`src/rtl/restore_counter_if.sv`:
```
// Request/status bundle for restore_counter; master drives requests, slave returns registered status.
// Parameters must match the counter instance attached to the slave modport.
interface restore_counter_if #(
   parameter int WIDTH  = 8,
   parameter int STEP_W = 1,
   parameter int DEPTH  = 4
);
   localparam int CNT_W = $clog2(DEPTH + 1);

   logic              enable;
   logic              decInc;
   logic [STEP_W-1:0] step;
   logic              load;
   logic [WIDTH-1:0]  loadValue;
   logic              saveReq;
   logic              restoreReq;
   logic [WIDTH-1:0]  count;
   logic              wrapPulse;
   logic              restoreErr;
   logic              dropPulse;
   logic [CNT_W-1:0]  stackCount;
   logic              stackFull;
   logic              stackEmpty;

   modport master (
      output enable, decInc, step, load, loadValue, saveReq, restoreReq,
      input  count, wrapPulse, restoreErr, dropPulse, stackCount, stackFull, stackEmpty
   );

   modport slave (
      input  enable, decInc, step, load, loadValue, saveReq, restoreReq,
      output count, wrapPulse, restoreErr, dropPulse, stackCount, stackFull, stackEmpty
   );
endinterface

```
`src/rtl/restore_counter.sv`:
```
// Up/down counter (step 1..2^STEP_W) with LIFO save/restore history; 1-cycle latency, no backpressure.
// RESTORE_COUNTER_SAT_EN selects saturating instead of modular arithmetic.
module restore_counter #(
   parameter int WIDTH  = 8,
   parameter int STEP_W = 1,
   parameter int DEPTH  = 4
) (
   input logic             clk,
   input logic             reset,
   restore_counter_if.slave bus
);
   localparam int CNT_W = $clog2(DEPTH + 1);
   localparam int PTR_W = $clog2(DEPTH);

   logic [WIDTH-1:0] count_q, count_d;
   logic             wrap_q, wrap_d;
   logic             rerr_q, rerr_d;
   logic             drop_q, drop_d;
   logic [CNT_W-1:0] scnt_q, scnt_d;
   logic             full_q, full_d;
   logic             empty_q, empty_d;
   logic [PTR_W-1:0] top_q, top_d;
   logic [WIDTH-1:0] stack_q [DEPTH];

   logic             push;
   logic [PTR_W-1:0] next_ptr, prev_ptr;
   logic [WIDTH:0]   mag, sum_inc, sum_dec;

   // One extra bit holds the carry out / borrow of the step.
   assign mag     = (WIDTH+1)'(bus.step) + (WIDTH+1)'(1);
   assign sum_inc = {1'b0, count_q} + mag;
   assign sum_dec = {1'b0, count_q} - mag;

   assign next_ptr = (top_q == PTR_W'(DEPTH - 1)) ? '0 : top_q + PTR_W'(1);
   assign prev_ptr = (top_q == '0) ? PTR_W'(DEPTH - 1) : top_q - PTR_W'(1);

   always_comb begin
      count_d = count_q;
      wrap_d  = 1'b0;
      rerr_d  = 1'b0;
      drop_d  = 1'b0;
      scnt_d  = scnt_q;
      top_d   = top_q;
      push    = 1'b0;

      if (bus.restoreReq) begin
         if (empty_q) begin
            rerr_d = 1'b1;
         end else begin
            count_d = stack_q[top_q];
            top_d   = prev_ptr;
            scnt_d  = scnt_q - CNT_W'(1);
         end
      end else begin
         // A full stack overwrites its oldest slot, which sits just past the top.
         if (bus.saveReq) begin
            push  = 1'b1;
            top_d = next_ptr;
            if (full_q) drop_d = 1'b1;
            else        scnt_d = scnt_q + CNT_W'(1);
         end

         if (bus.load) begin
            count_d = bus.loadValue;
         end else if (bus.enable) begin
            if (!bus.decInc) begin
               wrap_d = sum_inc[WIDTH];
`ifdef RESTORE_COUNTER_SAT_EN
               count_d = sum_inc[WIDTH] ? {WIDTH{1'b1}} : sum_inc[WIDTH-1:0];
`else
               count_d = sum_inc[WIDTH-1:0];
`endif
            end else begin
               wrap_d = sum_dec[WIDTH];
`ifdef RESTORE_COUNTER_SAT_EN
               count_d = sum_dec[WIDTH] ? '0 : sum_dec[WIDTH-1:0];
`else
               count_d = sum_dec[WIDTH-1:0];
`endif
            end
         end
      end

      full_d  = (scnt_d == CNT_W'(DEPTH));
      empty_d = (scnt_d == '0);
   end

   always_ff @(posedge clk or posedge reset) begin
      if (reset) begin
         count_q <= '0;
         wrap_q  <= 1'b0;
         rerr_q  <= 1'b0;
         drop_q  <= 1'b0;
         scnt_q  <= '0;
         full_q  <= 1'b0;
         empty_q <= 1'b1;
         top_q   <= '0;
      end else begin
         count_q <= count_d;
         wrap_q  <= wrap_d;
         rerr_q  <= rerr_d;
         drop_q  <= drop_d;
         scnt_q  <= scnt_d;
         full_q  <= full_d;
         empty_q <= empty_d;
         top_q   <= top_d;
      end
   end

   // History contents are don't-care after reset, so the array carries no reset.
   always_ff @(posedge clk) begin
      if (push) stack_q[next_ptr] <= count_q;
   end

   assign bus.count      = count_q;
   assign bus.wrapPulse  = wrap_q;
   assign bus.restoreErr = rerr_q;
   assign bus.dropPulse  = drop_q;
   assign bus.stackCount = scnt_q;
   assign bus.stackFull  = full_q;
   assign bus.stackEmpty = empty_q;
endmodule

```
`src/flat_wrapper.sv`:
```
// flat-port wrapper written by rule: the top's interface ports become plain ports
module restore_counter_flat 
#(
   parameter int WIDTH  = 8,
   parameter int STEP_W = 1,
   parameter int DEPTH  = 4
)
  (clk, reset, bus_enable, bus_decInc, bus_step, bus_load, bus_loadValue, bus_saveReq, bus_restoreReq, bus_count, bus_wrapPulse, bus_restoreErr, bus_dropPulse, bus_stackCount, bus_stackFull, bus_stackEmpty);
  restore_counter_if #(.WIDTH(WIDTH), .STEP_W(STEP_W), .DEPTH(DEPTH)) bus_i ();
  input logic clk;
  input logic reset;
  input wire logic [$bits(bus_i.enable)-1:0] bus_enable;
  input wire logic [$bits(bus_i.decInc)-1:0] bus_decInc;
  input wire logic [$bits(bus_i.step)-1:0] bus_step;
  input wire logic [$bits(bus_i.load)-1:0] bus_load;
  input wire logic [$bits(bus_i.loadValue)-1:0] bus_loadValue;
  input wire logic [$bits(bus_i.saveReq)-1:0] bus_saveReq;
  input wire logic [$bits(bus_i.restoreReq)-1:0] bus_restoreReq;
  output wire logic [$bits(bus_i.count)-1:0] bus_count;
  output wire logic [$bits(bus_i.wrapPulse)-1:0] bus_wrapPulse;
  output wire logic [$bits(bus_i.restoreErr)-1:0] bus_restoreErr;
  output wire logic [$bits(bus_i.dropPulse)-1:0] bus_dropPulse;
  output wire logic [$bits(bus_i.stackCount)-1:0] bus_stackCount;
  output wire logic [$bits(bus_i.stackFull)-1:0] bus_stackFull;
  output wire logic [$bits(bus_i.stackEmpty)-1:0] bus_stackEmpty;
  assign bus_i.enable = bus_enable;
  assign bus_i.decInc = bus_decInc;
  assign bus_i.step = bus_step;
  assign bus_i.load = bus_load;
  assign bus_i.loadValue = bus_loadValue;
  assign bus_i.saveReq = bus_saveReq;
  assign bus_i.restoreReq = bus_restoreReq;
  assign bus_count = bus_i.count;
  assign bus_wrapPulse = bus_i.wrapPulse;
  assign bus_restoreErr = bus_i.restoreErr;
  assign bus_dropPulse = bus_i.dropPulse;
  assign bus_stackCount = bus_i.stackCount;
  assign bus_stackFull = bus_i.stackFull;
  assign bus_stackEmpty = bus_i.stackEmpty;
  restore_counter #(.WIDTH(WIDTH), .STEP_W(STEP_W), .DEPTH(DEPTH)) u_core (.clk(clk), .reset(reset), .bus(bus_i));
endmodule
```
`config.mk`:
```
export PLATFORM = sky130hd
export DESIGN_NAME = restore_counter_flat
export DESIGN_NICKNAME = d
export VERILOG_FILES = /design/src/rtl/restore_counter_if.sv /design/src/rtl/restore_counter.sv /design/src/flat_wrapper.sv
export SDC_FILE = /design/constraint.sdc
export NUM_CORES = 1
export LEC_CHECK = 0
export ABC_AREA = 1
export BUFFER_PORTS_ARGS = -buffer_cell sky130_fd_sc_hd__buf_2
export CAP_MARGIN = 20
export CORE_UTILIZATION = 58
export DETAILED_ROUTE_END_ITERATION = 6
export GPL_ROUTABILITY_DRIVEN = 1
export PLACE_DENSITY = 0.91
export SLEW_MARGIN = 25
export SYNTH_ARGS = -nofsm -noshare
export SYNTH_HDL_FRONTEND = slang
export SYNTH_SLANG_ARGS = --single-unit
export TNS_END_PERCENT = 5
```
`constraint.sdc`:
```
create_clock -name clk -period 2.5 [get_ports clk]
set_input_delay 0.25 -clock clk [delete_from_list [all_inputs] [get_ports clk]]
set_output_delay 0.25 -clock clk [all_outputs]
set_load 0.1 [all_outputs]
```
# After elaboration in Yosys (flattened, before gate mapping)
# Memories as Yosys holds them, arrays and structs flattened.
# Cells that the tools add are included.
[totals]
ff_bits = 18
elab_cells = 52
latchBits = 0
n_memories = 1
romBits = 0
ram_bits = 32
inputBits = 16
[memory_table]
columns = ["memory", "words", "width", "rd", "rd_clocked_by_memory_dff", "wr", "line", "text"]
rows = [
  ["u_core.stack_q", 4, 8, 1, 0, 1, "restore_counter.sv:23", "logic [WIDTH-1:0] stack_q [DEPTH];"],
]
[classes]
magnitude_cmp = 0
n_reduce_logical = 6
n_eq_ne = 3
add_sub_neg = 7
div = 0
n_shift = 0
n_bitwise = 0
n_mul = 0
n_mux = 27
[ops]
columns = ["cell", "count"]
rows = [
  ["$mux 8", 5],
  ["$mux 1", 13],
  ["$mux 3", 4],
  ["$mux 2", 5],
  ["$add 8x9->9", 1],
  ["$sub 8x9->9", 1],
  ["$reduce_and 2->1", 2],
  ["$add 3x1->3 const B", 1],
  ["$eq 3x3->1 const B", 1],
  ["$logic_not 3->1", 1],
  ["$reduce_bool 3->1", 1],
  ["$sub 3x1->3 const B", 1],
  ["$add 1x1->2 const B", 1],
  ["$add 2x1->2 const B", 1],
  ["$eq 2x2->1 const B", 1],
  ["$logic_not 2->1", 1],
  ["$ne 2x2->1 const B", 1],
  ["$reduce_bool 2->1", 1],
  ["$sub 2x1->2 const B", 1],
]

# Depth between registers and ports, before layout
# Gate-level depths: netlist of run 1.
[logic_depth]
word_depth = 6
ltp_mapped = 14

# Worst setup path before layout of run 1
# No wires, ideal clock.
[synth_path]
kind = "register -> register"
start = "register u_core.count_q[1], in the netlist u_core.bus.count[1]"
end = "register u_core.count_q[4], in the netlist u_core.bus.count[4]"
t_arrival_ns = 2.324
n_path_buf = 0
required_ns = 2.379
stages_incl_launch_ff = 11
period_less_slack_ns = 2.444
path_slack_ns = 0.056
cell_sequence = "dfrtp_1 inv_1 fa_1 inv_1 nand3_1 nand2_1 nand2_1 a21oi_1 o21ai_0 nand2_1 nand2_1"
[synth_between]
elab_chain_len = 5
word_cells_on_any_way = 6
cone_classes = "add/sub (2); mux (4)"
[synth_lines]
columns = ["item", "line", "text"]
rows = [
  ["from (decl)", "restore_counter.sv:15", "logic [WIDTH-1:0] count_q, count_d;"],
  ["from (signal assigned)", "restore_counter.sv:99", "count_q <= count_d;"],
  ["$add 8x9->9 / $sub 8x9->9 (equally long branches)", "restore_counter.sv:31, restore_counter.sv:32", ""],
  ["$mux 8 (*)", "restore_counter.sv:66", "if (!bus.decInc) begin"],
  ["$mux 8 (*)", "restore_counter.sv:65", "end else if (bus.enable) begin"],
  ["$mux 8 (*)", "restore_counter.sv:63", "if (bus.load) begin"],
  ["$mux 8 (*)", "restore_counter.sv:46", "if (bus.restoreReq) begin"],
]
# Every way passes the cells marked *; elsewhere a longest branch is shown, timed or not. The select of a mux whose other input is x is not followed.
# A chain may end at the register's enable or synchronous reset.

# Worst setup path after layout of run 1
[layout_path]
start = "register u_core.count_q[0], in the netlist u_core.bus.count[0]"
end = "register u_core.count_q[2], in the netlist u_core.bus.count[2]"
# The elaborated chain is that of the path after synthesis.

==> results of run 1 <==
==> final cells by class <==
type                            instances  area, µm²
Timing Repair Buffer                   39        215
Sequential cell                        50       1410
Tap cell                               52       65.1
Fill cell                             273       1370
Multi-Input combinational cell        191       1030
Inverter                               39        146
Clock buffer                            5       68.8
Clock inverter                          3       48.8
==> worst max-delay path, cell delays in order (launching register included) <==
cell and delay [ns]:
dfrtp_1 0.46, inv_1 0.08, ha_1 0.24, fa_1 0.42, nand2_1 0.07, o21ai_0 0.09
or2_2 0.28, nand3_1 0.07, nand3_1 0.07, o21ai_0 0.08
==> routing by layer <==
| metal | wire length [µm] | track usage, % | share of wire [%] |
|---|---|---|---|
| met5 | 0 | 0 | 0 |
| met4 | 110 | 8.62 | 1.9 |
| met3 | 493 | 4.80 | 8.3 |
| met2 | 3030 | 46.8 | 51 |
| met1 | 2270 | 33.2 | 38 |
==> cells by family (layout without fill, tap and decap cells) <==
| kind of cell | Yosys count | after routing | synth area share, % |
|---|---|---|---|
| xor+xnor | 3 | 3 | 1.28 |
| compound gates | 44 | 44 | 9.80 |
| simple gates | 130 | 130 | 20.7 |
| flops | 50 | 50 | 53.4 |
| fa+ha+maj | 14 | 14 | 7.19 |
| buf+inv | 48 | 86 | 7.57 |
==> registers in the layout, summed over array words and instances (netlist names) <==
signal	flops
u_core.top_q	2
u_core.bus.count	8
u_core.bus.wrapPulse	1
u_core.stack_q	32
u_core.bus.dropPulse	1
u_core.bus.stackCount	3
u_core.bus.stackFull	1
u_core.bus.stackEmpty	1
u_core.bus.restoreErr	1
==> stage by stage <==
step	power [mW]	instance area, µm²	worst slack [ns]
detailed placement	3.30	2870	0.594
floorplan	2.88	2640	0.0555
CTS	3.91	2990	0.572
finish	3.93	2990	0.554
global placement	3.21	2870	0.667
global route	4.16	2990	0.387
==> cell usage after synthesis (all sizes together) <==
master and count:
ha 12, clkbuf 2, o21ai 30, inv 38, o211ai 8, nand4 3, nand3b 2, nand3 17
nand2 52, nor3 9, clkinv 1, or2 2, and2 1, dfstp 1, a31oi 1, buf 7
dfrtp 17, fa 2, nor2 44, edfxtp 32, o221ai 1, o31ai 1, a21oi 3, xor2 3
==> power breakdown <==
| part | switching (mW) | internal [mW] | total (mW) |
|---|---|---|---|
| logic | 1.49 | 0.458 | 1.94 |
| clock network | 0.282 | 0.305 | 0.587 |
| registers | 0.250 | 1.14 | 1.39 |
| total | 2.02 | 1.91 | 3.93 |
==> cells in the final DEF, fill, tap and decap left out, types with 8 or more instances in the layout <==
| cell type | Yosys | layout |
|---|---|---|
| inv_1 | 37 | 37 |
| nor3_1 | 9 | 9 |
| nand3_1 | 17 | 17 |
| nor2_1 | 43 | 43 |
| o211ai_1 | 8 | 8 |
| nand2_1 | 52 | 52 |
| o21ai_0 | 27 | 27 |
| ha_1 | 12 | 12 |
| buf_4 | 2 | 8 |
| buf_2 | 4 | 31 |
| dfrtp_1 | 17 | 17 |
| edfxtp_1 | 32 | 32 |
==> worst min-delay path by stage <==
stage,end,slack (ns),depth (start not counted),from
finish,u_core.top_q[0],0.06,2,reset
global route,u_core.bus.dropPulse,0.11,2,reset
CTS,u_core.bus.dropPulse,0.09,2,reset
detailed placement,u_core.bus.stackCount[2],0.42,2,reset
global placement,u_core.bus.stackCount[2],0.40,2,reset
floorplan,u_core.bus.count[0],0.19,1,reset
==> flow_metrics.py, run 1 <==
metrics = {
    "clock_tree": {
        "cts-root-buf": "clkbuf_8",
        "cts_max_level": 2,
        "post_cts_buffers": 0,
        "clk_latency_ns": 0.31,
        "cts_buffer_depth": 2,
        "clkSlewWorstSetupHoldPaths_ns": 0.10,
        "cts_buffers": 5,
        "cts_resized": 0,
        "holdBufCountCts": 0,
        "cts_sinks": 50,
        "cts_tree": "done",
    },
    "grt": {
        "grt_usage_pct": 26.6,
        "antenna_found_initial": 0,
        "grt_pass1_vias": 2054,
        "grt_start_max_net_pins": 21,
        "overflow": 0,
        "grt_first_pass_wirelength_um": 9830,
    },
    "sta": {
        "tightestPinTransition_ns": 0.749,
        "timing.hold.ws_ns": 0.0608,
        "skew_ns": 0.00809,
        "slew_headroom_pct": 50.0,
        "rsz0062_at_grt": "false",
        "min_period_over_period_pct": 77.8,
        "fmax_ghz": 0.514,
        "final_hold_viol_count": 0,
        "drv_slew": 0,
        "setup_tns_ns": 0,
        "period_needed_ns": 1.95,
        "setup_viol": 0,
    },
    "route": {
        "vias_per_cell": 5.66,
        "wl_um": 5910,
        "drc": 0,
        "firstDrtPassIters": 5,
        "ant_nets": 0,
        "vias": 2146,
        "first_iter_violations": 152,
        "wl_per_cell_um": 15.6,
    },
    "worst_setup_path": {
        "end_kind": "flip-flop",
        "crit_end": "u_core.bus.count[2]",
        "worst_ep_required_time_ns": 2.73,
        "reg2reg_slack_ns": 0.55,
        "worstRegToRegCells": 9,
        "cp-start-kind": "flip-flop",
        "crit_type": "reg2reg",
        "r2r_end": "u_core.bus.count[2]",
        "cp-startpoint": "u_core.bus.count[0]",
        "cp_max_fo": 7,
        "critPathArrivalTime_ns": 2.17,
        "r2r_start": "u_core.bus.count[0]",
    },
    "placement": {
        "io_buffer_count": 31,
        "place_hpwl_um": 3930,
        "dpl.cell_count": 371,
        "place_congestion": 0.916,
    },
    "finish": {
        "nets": 356,
        "drive_above_1_share_pct": 17.1,
        "stdcell_count": 379,
        "antenna_cells": 0,
        "fin_util_pct": 68.6,
        "area_delta_synth_final_pct": 13.0,
    },
    "die": {
        "pin_count": 32,
        "die_h_um": 69.5,
        "dieArea_um2": 4830,
        "core_area_um2": 4350,
        "initial_core_util_pct": 60.7,
        "fp.dieW_um": 69.5,
        "rows": 24,
    },
    "power": {
        "ir_worst_vdd_uv": 1020,
        "p_per_area_nw_per_um2": 1310,
        "leakagePower_nw": 1.37,
    },
    "min_path": {
        "hold_path_class": "in2async",
    },
    "synth": {
        "synthCells": 289,
        "postSynthNetCount": 319,
        "post-synth-top-area-cell": "edfxtp_1",
        "ys_seq_area_share_pct": 53.4,
        "synth.top_cell.area_share_pct": 36.3,
        "mappedNetlistArea_um2": 2640,
        "synth.area.top_cells": "edfxtp_1 (36%), dfrtp_1 (16%), nand2_1 (7.4%), nor2_1 (6.1%), ha_1 (5.7%)",
        "syn_area_per_cell_um2": 9.15,
        "ys_ff_latch": 50,
        "synth.distinct_cells": 31,
        "yosys_warnings": 0,
    },
    "run": {
        "maxCapViolations": 0,
    },
    "outcome": {
        "status": "finished, final reports clean",
    },
}
No activity file was read; power rests on OpenSTA's default activity.
==> run 2, diff against run 1 <==
==> constraint.sdc (replaced) <==
create_clock -name clk -period 2 [get_ports clk]
set_input_delay 0.2 -clock clk [delete_from_list [all_inputs] [get_ports clk]]
set_output_delay 0.2 -clock clk [all_outputs]
set_load 0.1 [all_outputs]
==> run 2 against run 1 <==
The flow now finishes with violations (negative hold slack). Sequential power rose by 26%. Critical endpoint unchanged. First-iteration DRC count increased by 40%. Largest cell class unchanged. Hold slack worse by 0.068 ns. Critical path type unchanged. Global-route usage is 0.63 points higher.
==> flow_metrics.py, run 2 (same netlist as run 1, synthesis figures left out) <==
metrics = {
    "worst_setup_path": {
        "r2r_start": "u_core.bus.count[0]",
        "worst_ep_required_time_ns": 2.24,
        "worstRegToRegCells": 9,
        "cp-start-kind": "flip-flop",
        "cp_max_fo": 7,
        "end_kind": "flip-flop",
        "reg2reg_slack_ns": 0.11,
        "crit_type": "reg2reg",
        "critPathArrivalTime_ns": 2.13,
        "r2r_end": "u_core.bus.count[2]",
    },
    "outcome": {
        "violations": "negative hold slack",
        "status": "finished, violations left",
    },
    "sta": {
        "drv_slew": 0,
        "setup_viol": 0,
        "final_hold_viol_count": 8,
        "fmax_ghz": 0.530,
        "rsz0062_at_grt": "false",
        "period_needed_ns": 1.89,
        "timing.hold.ws_ns": -0.00680,
        "skew_ns": 0.00686,
        "slew_headroom_pct": 45.5,
        "min_period_over_period_pct": 94.3,
        "tightestPinTransition_ns": 0.814,
    },
    "finish": {
        "area_delta_synth_final_pct": 13.8,
        "largest_reg_flops": 32,
        "drive_above_1_share_pct": 18.5,
        "antenna_cells": 0,
        "final_common_cell": "nand2_1",
        "fin_util_pct": 69.1,
        "fin_area_um2": 3010,
        "final_cell_mix": "nand2_1 (52), nor2_1 (43), inv_1 (37)",
        "seq_area_um2": 1420,
        "multi_input_area_um2": 1030,
        "top_register": "u_core.stack_q",
        "stdcell_count": 381,
        "fillers": 288,
        "nets": 358,
    },
    "clock_tree": {
        "post_cts_buffers": 0,
        "cts_max_level": 2,
        "cts_buffer_depth": 2,
        "cts-root-buf": "clkbuf_8",
        "cts_tree": "done",
        "cts_buffers": 5,
        "clk_latency_ns": 0.31,
        "cts_sinks": 50,
        "holdBufCountCts": 0,
        "cts_resized": 0,
        "clkSlewWorstSetupHoldPaths_ns": 0.10,
    },
    "grt": {
        "grt_first_pass_wirelength_um": 10000,
        "overflow": 0,
        "grt_start_max_net_pins": 19,
        "antenna_found_initial": 0,
        "grt_pass1_vias": 2167,
        "grt_usage_pct": 27.2,
    },
    "die": {
        "fp.dieW_um": 69.5,
        "die_h_um": 69.5,
        "core_area_um2": 4350,
        "pin_count": 32,
        "initial_core_util_pct": 60.7,
        "dieArea_um2": 4830,
        "rows": 24,
    },
    "placement": {
        "place_hpwl_um": 4270,
        "dpl.cell_count": 373,
        "dpl_cell_area_um2": 2890,
        "place_congestion": 0.934,
        "io_buffer_count": 31,
    },
    "route": {
        "vias_per_cell": 5.73,
        "wl_per_cell_um": 16.1,
        "ant_nets": 0,
        "drc": 0,
        "firstDrtPassIters": 4,
        "first_iter_violations": 213,
        "wl_um": 6130,
        "vias": 2185,
    },
    "power": {
        "ir_worst_vdd_uv": 1520,
        "p_per_area_nw_per_um2": 1650,
        "leakagePower_nw": 1.37,
    },
    "min_path": {
        "hold_path_class": "in2async",
    },
    "run": {
        "maxCapViolations": 0,
    },
}
-- run 2: changes by cell type in the layout (fill, tap and decap cells not counted), sizes merged --
cell      delta
buf          +2
clkinv       +1
clkinvlp     -1
-- run 2: how the worst max path moves through the flow --
stage                        startpoint             endpoint  slack, ns  cells past startpoint
finish              u_core.bus.count[0]  u_core.bus.count[2]       0.11                      9
detailed placement  u_core.bus.count[0]  u_core.bus.count[2]       0.11                      9
CTS                 u_core.bus.count[0]  u_core.bus.count[2]       0.07                      9
floorplan           u_core.bus.count[0]  u_core.bus.count[2]     -0.003                      9
global placement    u_core.bus.count[0]  u_core.bus.count[2]       0.20                      9
global route        u_core.bus.count[0]  u_core.bus.count[4]       0.01                     11
-- run 2: per-stage QoR --
step                      setup WS (ns)  TNS (ns)  power (mW)
final                             0.114         0        4.96
after floorplan                -0.00322  -0.00634        3.62
after global placement            0.203         0        4.07
after detailed placement          0.108         0        4.19
after global routing             0.0131         0        5.24
after CTS                        0.0725         0        4.92
-- run 2: critical path, stage by stage (launching register included) --
cell and delay (ns):
dfrtp_4 0.46, inv_1 0.07, ha_1 0.23, fa_2 0.36, nand2_1 0.07, o21ai_1 0.08
or2_2 0.28, nand3_1 0.09, nand3_1 0.10, o21ai_1 0.10
-- run 2: final cells by class --
type / count / area share (%)
clock inverter: 3 / 1.46
clock buffer: 5 / 2.29
multi-input combinational: 191 / 34.4
sequential: 50 / 47.2
inverter: 39 / 4.87
tap: 52 / 2.16
timing repair buffer: 41 / 7.65
-- run 2: power by group --
group,total (mW),switching [mW],internal [mW]
clock,0.724,0.348,0.375
sequential,1.75,0.306,1.45
combinational,2.48,1.87,0.609
total,4.96,2.53,2.43
-- run 2: per-layer routing --
| metal | vias to the layer above | share of wire (%) | routed length, µm | track usage, % |
|---|---|---|---|---|
| met1 | 1024 | 40 | 2450 | 33.9 |
| met5 | - | 0 | 0 | 0 |
| met2 | 118 | 49 | 3030 | 45.8 |
| met4 | 0 | 2.3 | 143 | 13.2 |
| li1 | 1027 | - | - | - |
| met3 | 16 | 8.2 | 504 | 5.09 |
